<file path="src/rtl/dmx_pkg.sv">
// Shared DMX512 definitions: timing constants, frame-period decode and the
// frame controller state encoding.
package dmx_pkg;

  typedef enum logic [2:0] {
    ST_IDLE,
    ST_BREAK,
    ST_MAB,
    ST_START,
    ST_SLOTS,
    ST_DONE
  } dmx_state_t;

  localparam int         BREAK_US   = 180;
  localparam int         MAB_US     = 20;
  localparam int         BYTE_BITS  = 11;  // start + 8 data + 2 stop
  localparam logic [7:0] START_CODE = 8'h00;

  function automatic int dmx_bit_cyc(input int clk_freq, input int baud_rate);
    return clk_freq / baud_rate;
  endfunction

  function automatic int dmx_break_cyc(input int clk_freq);
    return (clk_freq / 1000000) * BREAK_US;
  endfunction

  function automatic int dmx_mab_cyc(input int clk_freq);
    return (clk_freq / 1000000) * MAB_US;
  endfunction

  // Each branch divides by a constant so the decode folds to a 4-way mux.
  function automatic int dmx_period_cyc(input int clk_freq, input logic [1:0] sel);
    case (sel)
      2'b00:   return clk_freq / 10;
      2'b01:   return clk_freq / 20;
      2'b10:   return clk_freq / 30;
      default: return clk_freq / 40;
    endcase
  endfunction

endpackage

</file>
<file path="src/rtl/dmx_byte_ser.sv">
// DMX byte serializer: 1 start bit, 8 data bits LSB first, 2 stop bits.
// done is asserted in the last cycle of the last stop bit so a new start can be
// accepted back-to-back without an idle gap on the line.
module dmx_byte_ser
  import dmx_pkg::*;
#(
  parameter int BIT_CYC = 48
) (
  input  logic       clk,
  input  logic       rst_n,
  input  logic       start,
  input  logic [7:0] data,
  output logic       ser_tx,
  output logic       done,
  output logic       ready
);

  localparam int CYC_W = $clog2(BIT_CYC + 1);
  localparam int BIT_W = $clog2(BYTE_BITS + 1);

  logic                 active_q;
  logic [BYTE_BITS-1:0] shreg_q;
  logic [BIT_W-1:0]     bit_q;
  logic [CYC_W-1:0]     cyc_q;
  logic                 bit_end;
  logic                 last;

  assign bit_end = (cyc_q == CYC_W'(BIT_CYC - 1));
  assign last    = active_q && bit_end && (bit_q == BIT_W'(BYTE_BITS - 1));
  assign done    = last;
  assign ready   = !active_q || last;
  assign ser_tx  = active_q ? shreg_q[0] : 1'b1;

  // NOTE: state registers use non-blocking assignments so every flop samples
  // the pre-edge values of its neighbours, independent of statement order.
  always_ff @(posedge clk or negedge rst_n) begin
    if (!rst_n) begin
      active_q <= 1'b0;
      shreg_q  <= '1;
      bit_q    <= '0;
      cyc_q    <= '0;
    end else if (start && ready) begin
      active_q <= 1'b1;
      shreg_q  <= {2'b11, data, 1'b0};
      bit_q    <= '0;
      cyc_q    <= '0;
    end else if (active_q) begin
      if (bit_end) begin
        cyc_q <= '0;
        if (last) begin
          active_q <= 1'b0;
        end else begin
          bit_q   <= bit_q + 1'b1;
          shreg_q <= {1'b1, shreg_q[BYTE_BITS-1:1]};
        end
      end else begin
        cyc_q <= cyc_q + 1'b1;
      end
    end
  end

endmodule

</file>
<file path="src/rtl/dmx_frame_ctrl.sv">
// DMX512 frame controller: periodic BREAK / MAB / start code / slot frames
// from a double-buffered slot memory, committed on host request at frame start.
module dmx_frame_ctrl
  import dmx_pkg::*;
#(
  parameter int CLK_FREQ  = 12090000,
  parameter int BAUD_RATE = 250000,
  parameter int NUM_SLOTS = 16
) (
  input  logic       clk,
  input  logic       rst_n,
  input  logic       enable,
  input  logic [1:0] period_sel,
  input  logic [4:0] slot_count,
  input  logic       wr_en,
  input  logic [3:0] wr_addr,
  input  logic [7:0] wr_data,
  input  logic       update,
  output logic       tx,
  output logic       busy,
  output logic       frame_done
);

  localparam int BIT_CYC   = dmx_bit_cyc(CLK_FREQ, BAUD_RATE);
  localparam int BREAK_CYC = dmx_break_cyc(CLK_FREQ);
  localparam int MAB_CYC   = dmx_mab_cyc(CLK_FREQ);
  localparam int PER_MAX   = dmx_period_cyc(CLK_FREQ, 2'b00);
  localparam int PER_W     = $clog2(PER_MAX + 1);
  localparam int TMR_W     = $clog2(BREAK_CYC + 1);
  localparam int IDX_W     = (NUM_SLOTS > 1) ? $clog2(NUM_SLOTS) : 1;

  dmx_state_t       state_q, state_d;
  logic [TMR_W-1:0] tmr_q;
  logic [PER_W-1:0] per_q, per_term;
  logic             per_hit;
  logic             en_seen_q;
  logic             pend_q;
  logic [4:0]       slots_q, sent_q, slots_clamped;
  logic [7:0]       shadow_q [NUM_SLOTS];
  logic [7:0]       active_q [NUM_SLOTS];
  logic             go, brk_end, mab_end;
  logic             ser_req, ser_start, ser_tx, ser_done, ser_ready;
  logic [7:0]       ser_data;

  assign per_term      = PER_W'(dmx_period_cyc(CLK_FREQ, period_sel) - 1);
  assign per_hit       = (per_q >= per_term);
  assign slots_clamped = (int'(slot_count) > NUM_SLOTS) ? 5'(NUM_SLOTS) : slot_count;
  // A fresh rising enable starts at once; while held, frames follow the period.
  assign go            = (state_q == ST_IDLE) && enable && (!en_seen_q || per_hit);
  assign brk_end       = (state_q == ST_BREAK) && (tmr_q == TMR_W'(BREAK_CYC - 1));
  assign mab_end       = (state_q == ST_MAB) && (tmr_q == TMR_W'(MAB_CYC - 1));
  assign ser_start     = ser_req && ser_ready;

  // NOTE: every output of this block gets a default first, so no path through
  // the case leaves a signal unassigned and no latch is inferred.
  always_comb begin
    state_d  = state_q;
    ser_req  = 1'b0;
    ser_data = START_CODE;
    case (state_q)
      ST_IDLE:  if (go) state_d = ST_BREAK;
      ST_BREAK: if (brk_end) state_d = ST_MAB;
      // Start code is launched on the final MAB cycle so its start bit
      // begins exactly when MAB ends.
      ST_MAB: begin
        if (mab_end) begin
          ser_req = 1'b1;
          state_d = ST_START;
        end
      end
      ST_START, ST_SLOTS: begin
        if (ser_done) begin
          if (sent_q == slots_q) begin
            state_d = ST_DONE;
          end else begin
            ser_req  = 1'b1;
            ser_data = active_q[sent_q[IDX_W-1:0]];
            state_d  = ST_SLOTS;
          end
        end
      end
      ST_DONE:  state_d = ST_IDLE;
      default:  state_d = ST_IDLE;
    endcase
  end

  always_ff @(posedge clk or negedge rst_n) begin
    if (!rst_n) state_q <= ST_IDLE;
    else        state_q <= state_d;
  end

  always_ff @(posedge clk or negedge rst_n) begin
    if (!rst_n) begin
      tmr_q     <= '0;
      per_q     <= '0;
      en_seen_q <= 1'b0;
      slots_q   <= '0;
      sent_q    <= '0;
    end else begin
      if (state_q != state_d)
        tmr_q <= '0;
      else if (state_q == ST_BREAK || state_q == ST_MAB)
        tmr_q <= tmr_q + 1'b1;

      if (go)           per_q <= '0;
      else if (!per_hit) per_q <= per_q + 1'b1;

      if (!enable)  en_seen_q <= 1'b0;
      else if (go)  en_seen_q <= 1'b1;

      if (go) slots_q <= slots_clamped;

      if (go)
        sent_q <= '0;
      else if (ser_start && state_q != ST_MAB)
        sent_q <= sent_q + 1'b1;
    end
  end

  // NOTE: the slot buffers are small register files whose power-up contents
  // go out on the line, so they are reset like ordinary state.
  always_ff @(posedge clk or negedge rst_n) begin
    if (!rst_n) begin
      pend_q <= 1'b0;
      for (int i = 0; i < NUM_SLOTS; i++) begin
        shadow_q[i] <= '0;
        active_q[i] <= '0;
      end
    end else begin
      if (wr_en && int'(wr_addr) < NUM_SLOTS)
        shadow_q[wr_addr] <= wr_data;
      // Copy sees the pre-edge shadow, so a same-edge write waits a frame.
      if (go && pend_q) begin
        for (int i = 0; i < NUM_SLOTS; i++)
          active_q[i] <= shadow_q[i];
      end
      if (update)  pend_q <= 1'b1;
      else if (go) pend_q <= 1'b0;
    end
  end

  dmx_byte_ser #(
    .BIT_CYC (BIT_CYC)
  ) u_ser (
    .clk    (clk),
    .rst_n  (rst_n),
    .start  (ser_start),
    .data   (ser_data),
    .ser_tx (ser_tx),
    .done   (ser_done),
    .ready  (ser_ready)
  );

  always_comb begin
    case (state_q)
      ST_BREAK:           tx = 1'b0;
      ST_MAB:             tx = 1'b1;
      ST_START, ST_SLOTS: tx = ser_tx;
      default:            tx = 1'b1;
    endcase
  end

  assign busy       = (state_q != ST_IDLE);
  assign frame_done = (state_q == ST_DONE);

endmodule
</file>
<file path="config.mk">
export PLATFORM = sky130hd
export DESIGN_NAME = dmx_frame_ctrl
export DESIGN_NICKNAME = d
export VERILOG_FILES = /design/src/rtl/dmx_pkg.sv /design/src/rtl/dmx_byte_ser.sv /design/src/rtl/dmx_frame_ctrl.sv
export SDC_FILE = /design/constraint.sdc
export NUM_CORES = 1
export LEC_CHECK = 0
export ABC_CLOCK_PERIOD_IN_PS = 2600
export CAP_MARGIN = 10
export CORE_MARGIN = 2
export CORE_UTILIZATION = 45
export CTS_CLUSTER_DIAMETER = 30
export DETAILED_ROUTE_END_ITERATION = 7
export DONT_BUFFER_PORTS = 1
export GPL_TIMING_DRIVEN = 0
export PLACE_DENSITY = 0.61
export SETUP_SLACK_MARGIN = 0.02
export SYNTH_ARGS = -nofsm -noshare
export SYNTH_HDL_FRONTEND = slang
export SYNTH_SLANG_ARGS = --single-unit
</file>
<file path="constraint.sdc">
create_clock -name clk -period 2.6 [get_ports clk]
set_input_delay 0.39 -clock clk [delete_from_list [all_inputs] [get_ports clk]]
set_output_delay 0.39 -clock clk [all_outputs]
set_load 0.01 [all_outputs]
</file>
==> results of run 1 <==
## synth_stat cells (all sizes together) (2+ instances only)
master,count
and3,9
or3b,2
or4b,2
xnor2,15
buf,26
nor4b,3
a311oi,8
dfstp,9
clkbuf,39
a211o,2
o21ai,12
a31oi,25
o32a,8
a21oi,29
a2bb2oi,2
xor2,5
mux2,262
nand3b,5
o21bai,2
mux4,32
o21a,2
nand3,16
or3,3
a2111oi,11
a211oi,12
ha,32
o31a,2
nand2b,6
mux2i,7
nor4,32
nor2b,13
nor3,12
nand4,11
o31ai,6
inv,25
nand2,67
nor2,29
nor3b,2
or4,5
o22ai,2
dfrtp,315
## worst paths after layout
kind,depth (start not counted),to,start
worst max-delay path,9,active_q[94],per_q[17]
worst min-delay path,0,u_ser.cyc_q[4],rst_n
worst max register to register,9,active_q[94],per_q[17]
worst min register to register,1,active_q[57],shadow_q[57]
max in group asynchronous,0,per_q[8],rst_n
min in group clk,2,slots_q[1],slot_count[4]
## power groups by stage
stage | sequential (µW) | combinational (µW) | clock, µW
2_1_floorplan | 5830 | 666 | 0
3_3_place_gp | 5890 | 751 | 0
3_5_place_dp | 5920 | 780 | 0
4_1_cts | 5860 | 825 | 9700
5_1_grt | 5930 | 974 | 9990
6_report | 5860 | 874 | 9570
## area by class of cell
type | count | area, µm² | area share, %
antenna | 3 | 7.507 | 0.03812
buffer | 63 | 541.8 | 2.751
clock buffer | 91 | 2007 | 10.19
clock inverter | 42 | 578.1 | 2.935
inverter | 25 | 117.6 | 0.5972
multi-input combinational | 702 | 7288 | 37.01
sequential | 324 | 8129 | 41.28
tap | 442 | 553.0 | 2.808
timing repair buffer | 45 | 471.7 | 2.395
## repair_timing
item / in CTS / in global routing
pin swaps: 6 / 7
cloned: 3 / 2
endpoints found under the hold margin: 375 / 324
gates resized for setup: 140 / 64
setup buffers: 9 / 20
endpoints found under the setup margin: 185 / 183
## sequential cells by signal, indices dropped and copies added (netlist names), 3 cells and up
signal and count:
active_q 128, per_q 21, sent_q 5, shadow_q 128
slots_q 5, state_q 3, tmr_q 12, u_ser.bit_q 4
u_ser.cyc_q 6, u_ser.shreg_q 9
## critical path, cell delays in order (launching register included)
cell	delay (ns)
dfrtp_1	0.44
ha_1	0.33
nand4_1	0.19
nor4_4	0.34
nand3_4	0.16
a311oi_4	0.28
buf_6	0.18
buf_12	0.16
buf_12	0.17
mux2_4	0.31
## per-stage QoR
stage | instances | instance area (µm²) | hold WS, ns | setup WS, ns
after floorplan | 1116 | 15370 | 0.09441 | -0.02282
after global placement | 1558 | 15930 | 0.1133 | -0.5891
after detailed placement | 1558 | 15930 | 0.1149 | -0.6020
after CTS | 1712 | 19260 | -0.4816 | -0.1444
after global routing | 1734 | 19690 | -0.4808 | -0.1892
final | 1737 | 19690 | -0.4498 | -0.1019
## per-layer routing
layer | vias to the layer above | routed length [µm]
met3 | 65 | 1927
met1 | 5136 | 17470
met5 | - | 0
met2 | 229 | 17750
met4 | 0 | 886
li1 | 4423 | -
## kinds of logic (layout without fill, tap and decap cells)
group / Yosys count / after routing / share of synthesized area, %
xor+xnor: 20 / 20 / 1.168
fa+ha+maj: 32 / 32 / 2.671
mux: 301 / 301 / 24.95
compound gates: 128 / 128 / 6.310
flops: 324 / 324 / 54.16
other cells: 0 / 3 / 0
simple gates: 221 / 221 / 7.753
buf+inv: 90 / 266 / 2.988
==> metrics.log, run 1 <==
[metrics] via count of the first global-routing pass: 10300
[metrics] via count: 9853
[metrics] final HPWL from detailed placement: 21.95 mm
[metrics] EDFF count, synth: 0
[metrics] met2 capacity usage during global routing: 33.93%
[metrics] cell accounting for the most synthesized area: dfrtp_1
[metrics] area of the mapped netlist: 14990 µm²
[metrics] global-route track usage on met3: 4.946%
[metrics] final hold viol count: 323
[metrics] violated checks: negative hold slack, negative setup slack
[metrics] type of destination of the critical path: flop
[metrics] final RePlAce weighted congestion: 0.7940
[metrics] Most used DFF post-synth: dfrtp_1
[metrics] Die Area: 34790 µm²
[metrics] Syn Inst Count: 1116
[metrics] global route hottest layer: met2
[metrics] latest clock arrival within the worst-skew pair: 0.58 ns
[metrics] Clock Tree Root: clkbuf_16
[metrics] overflow left after global routing: 0
[metrics] number of setup violations in the final report: 127
[metrics] data arrival time of the critical path: 3.14 ns
[metrics] clock network power share: 58.7%
[metrics] critical path type: reg2reg
[metrics] switching share of power: 22.30%
[metrics] Slew headroom: 29.20%
[metrics] number of vias per cell after detailed routing: 5.672
[metrics] count of hold-fix buffers inserted at cts: 11
[metrics] wire per inst: 21.89 µm
[metrics] leading cell type in the layout, fill and taps excluded: dfrtp_1
[metrics] Ports: 27
[metrics] buffers from clock root to sink, at most: 3
[metrics] achievable frequency: 0.3701 GHz
[metrics] leakage power summed over all cells: 0.008588 µW
[metrics] post-route DRC violation count: 0
[metrics] Worst Hold Class: in2async
[metrics] number of rows in the core area: 66
[metrics] share of the synthesized area in the top cell type: 52.58%
[metrics] cell types occupying the most area after synthesis: dfrtp_1, mux2_2, mux4_2
[metrics] total power per unit cell area: 828.2 nW/µm²
[metrics] DRC marker count from the first detailed-route iteration: 724
[metrics] portion of total power attributed to combinational logic: 5.4%
[metrics] Max Slew Vio Count: 0
[metrics] clock net sink count: 324
[metrics] Min Hold Slack: -0.4498 ns
[metrics] maximum number of pins on one net before global-route repair: 325
[metrics] met1 Track Usage GR: 31.16%
[metrics] final critical path time including I/O delays and setup: 2.702 ns
[metrics] Starting Density: 45.84%
[metrics] final worst slack: -0.1019 ns
[metrics] commonest cells after routing, fill and taps aside: dfrtp_1, mux2_2, mux2_4
[metrics] clock transition at the registers of the reported paths: 0.05 ns
[metrics] wirelength, routed: 38.03 mm
[metrics] synthesized netlist net count: 1172
[metrics] clock tree from TritonCTS: done
[metrics] Worst VDD drop: 0.5879 mV
[metrics] Final TNS setup: -9.432 ns
[metrics] Sw Pwr: 3638 µW
[metrics] proportion of layout cells with a drive suffix above 1: 44.66%
[metrics] proportion of power drawn by flip-flops and latches: 36.0%
[metrics] net count reported at finish: 1290
[metrics] first-pass GRT wire length: 60.14 mm
[metrics] number of max-cap violations: 0
[metrics] antenna violations before repair: 2
[metrics] actual transition at the worst max-transition pin: 1.058 ns
[metrics] Post-synth ARST share: 100.0%
[metrics] mean area per synthesized cell: 13.43 µm²
[metrics] IO Port Bufs: 0
[metrics] fin util: 60.22%
[metrics] Setup Skew: 0.02597 ns
[metrics] area added between synthesis and finish: 31.36%
[metrics] die height: 186.5 µm
[metrics] result of the run: complete, but fails checks
[metrics] post-route clock period utilization: 103.9%
[metrics] total number of yosys warnings: 0
[metrics] core area: 32700 µm²
[metrics] share of the yosys chip area belonging to registers: 54.16%
[metrics] total of fill cells in the finished design: 2538
[metrics] RSZ-0062 raised after global routing: true
[metrics] width of the die: 186.5 µm
[metrics] CP Max Fanout: 10
[metrics] flip-flop and latch count after synthesis: 324
[metrics] H-tree lvl count: 3
[metrics] Worst Setup Start Kind: flop
[metrics] final total power: 16310 µW
[metrics] setup slack on the worst flop-to-flop path: -0.10 ns
[metrics] global-route usage over all layers: 22.06%
[metrics] Routed Antenna Nets: 0
[metrics] WP data required: 3.04 ns
[metrics] cts bufs inserted: 73
[metrics] synth unique cells: 66
[metrics] Pre-antenna DRT Iters: 4
[metrics] Int Power: 12670 µW
(Power assumes the default switching activity.)
==> run 2, diff against run 1 <==
--- a/config.mk
+++ b/config.mk
@@ -10,6 +10,7 @@
 export CORE_MARGIN = 2
 export CORE_UTILIZATION = 45
 export CTS_CLUSTER_DIAMETER = 30
+export CTS_CLUSTER_SIZE = 28
 export DETAILED_ROUTE_END_ITERATION = 7
 export DONT_BUFFER_PORTS = 1
 export GPL_TIMING_DRIVEN = 0
==> results of run 2 <==
The final DEF is identical to that of run 1; final timing and power are the same.
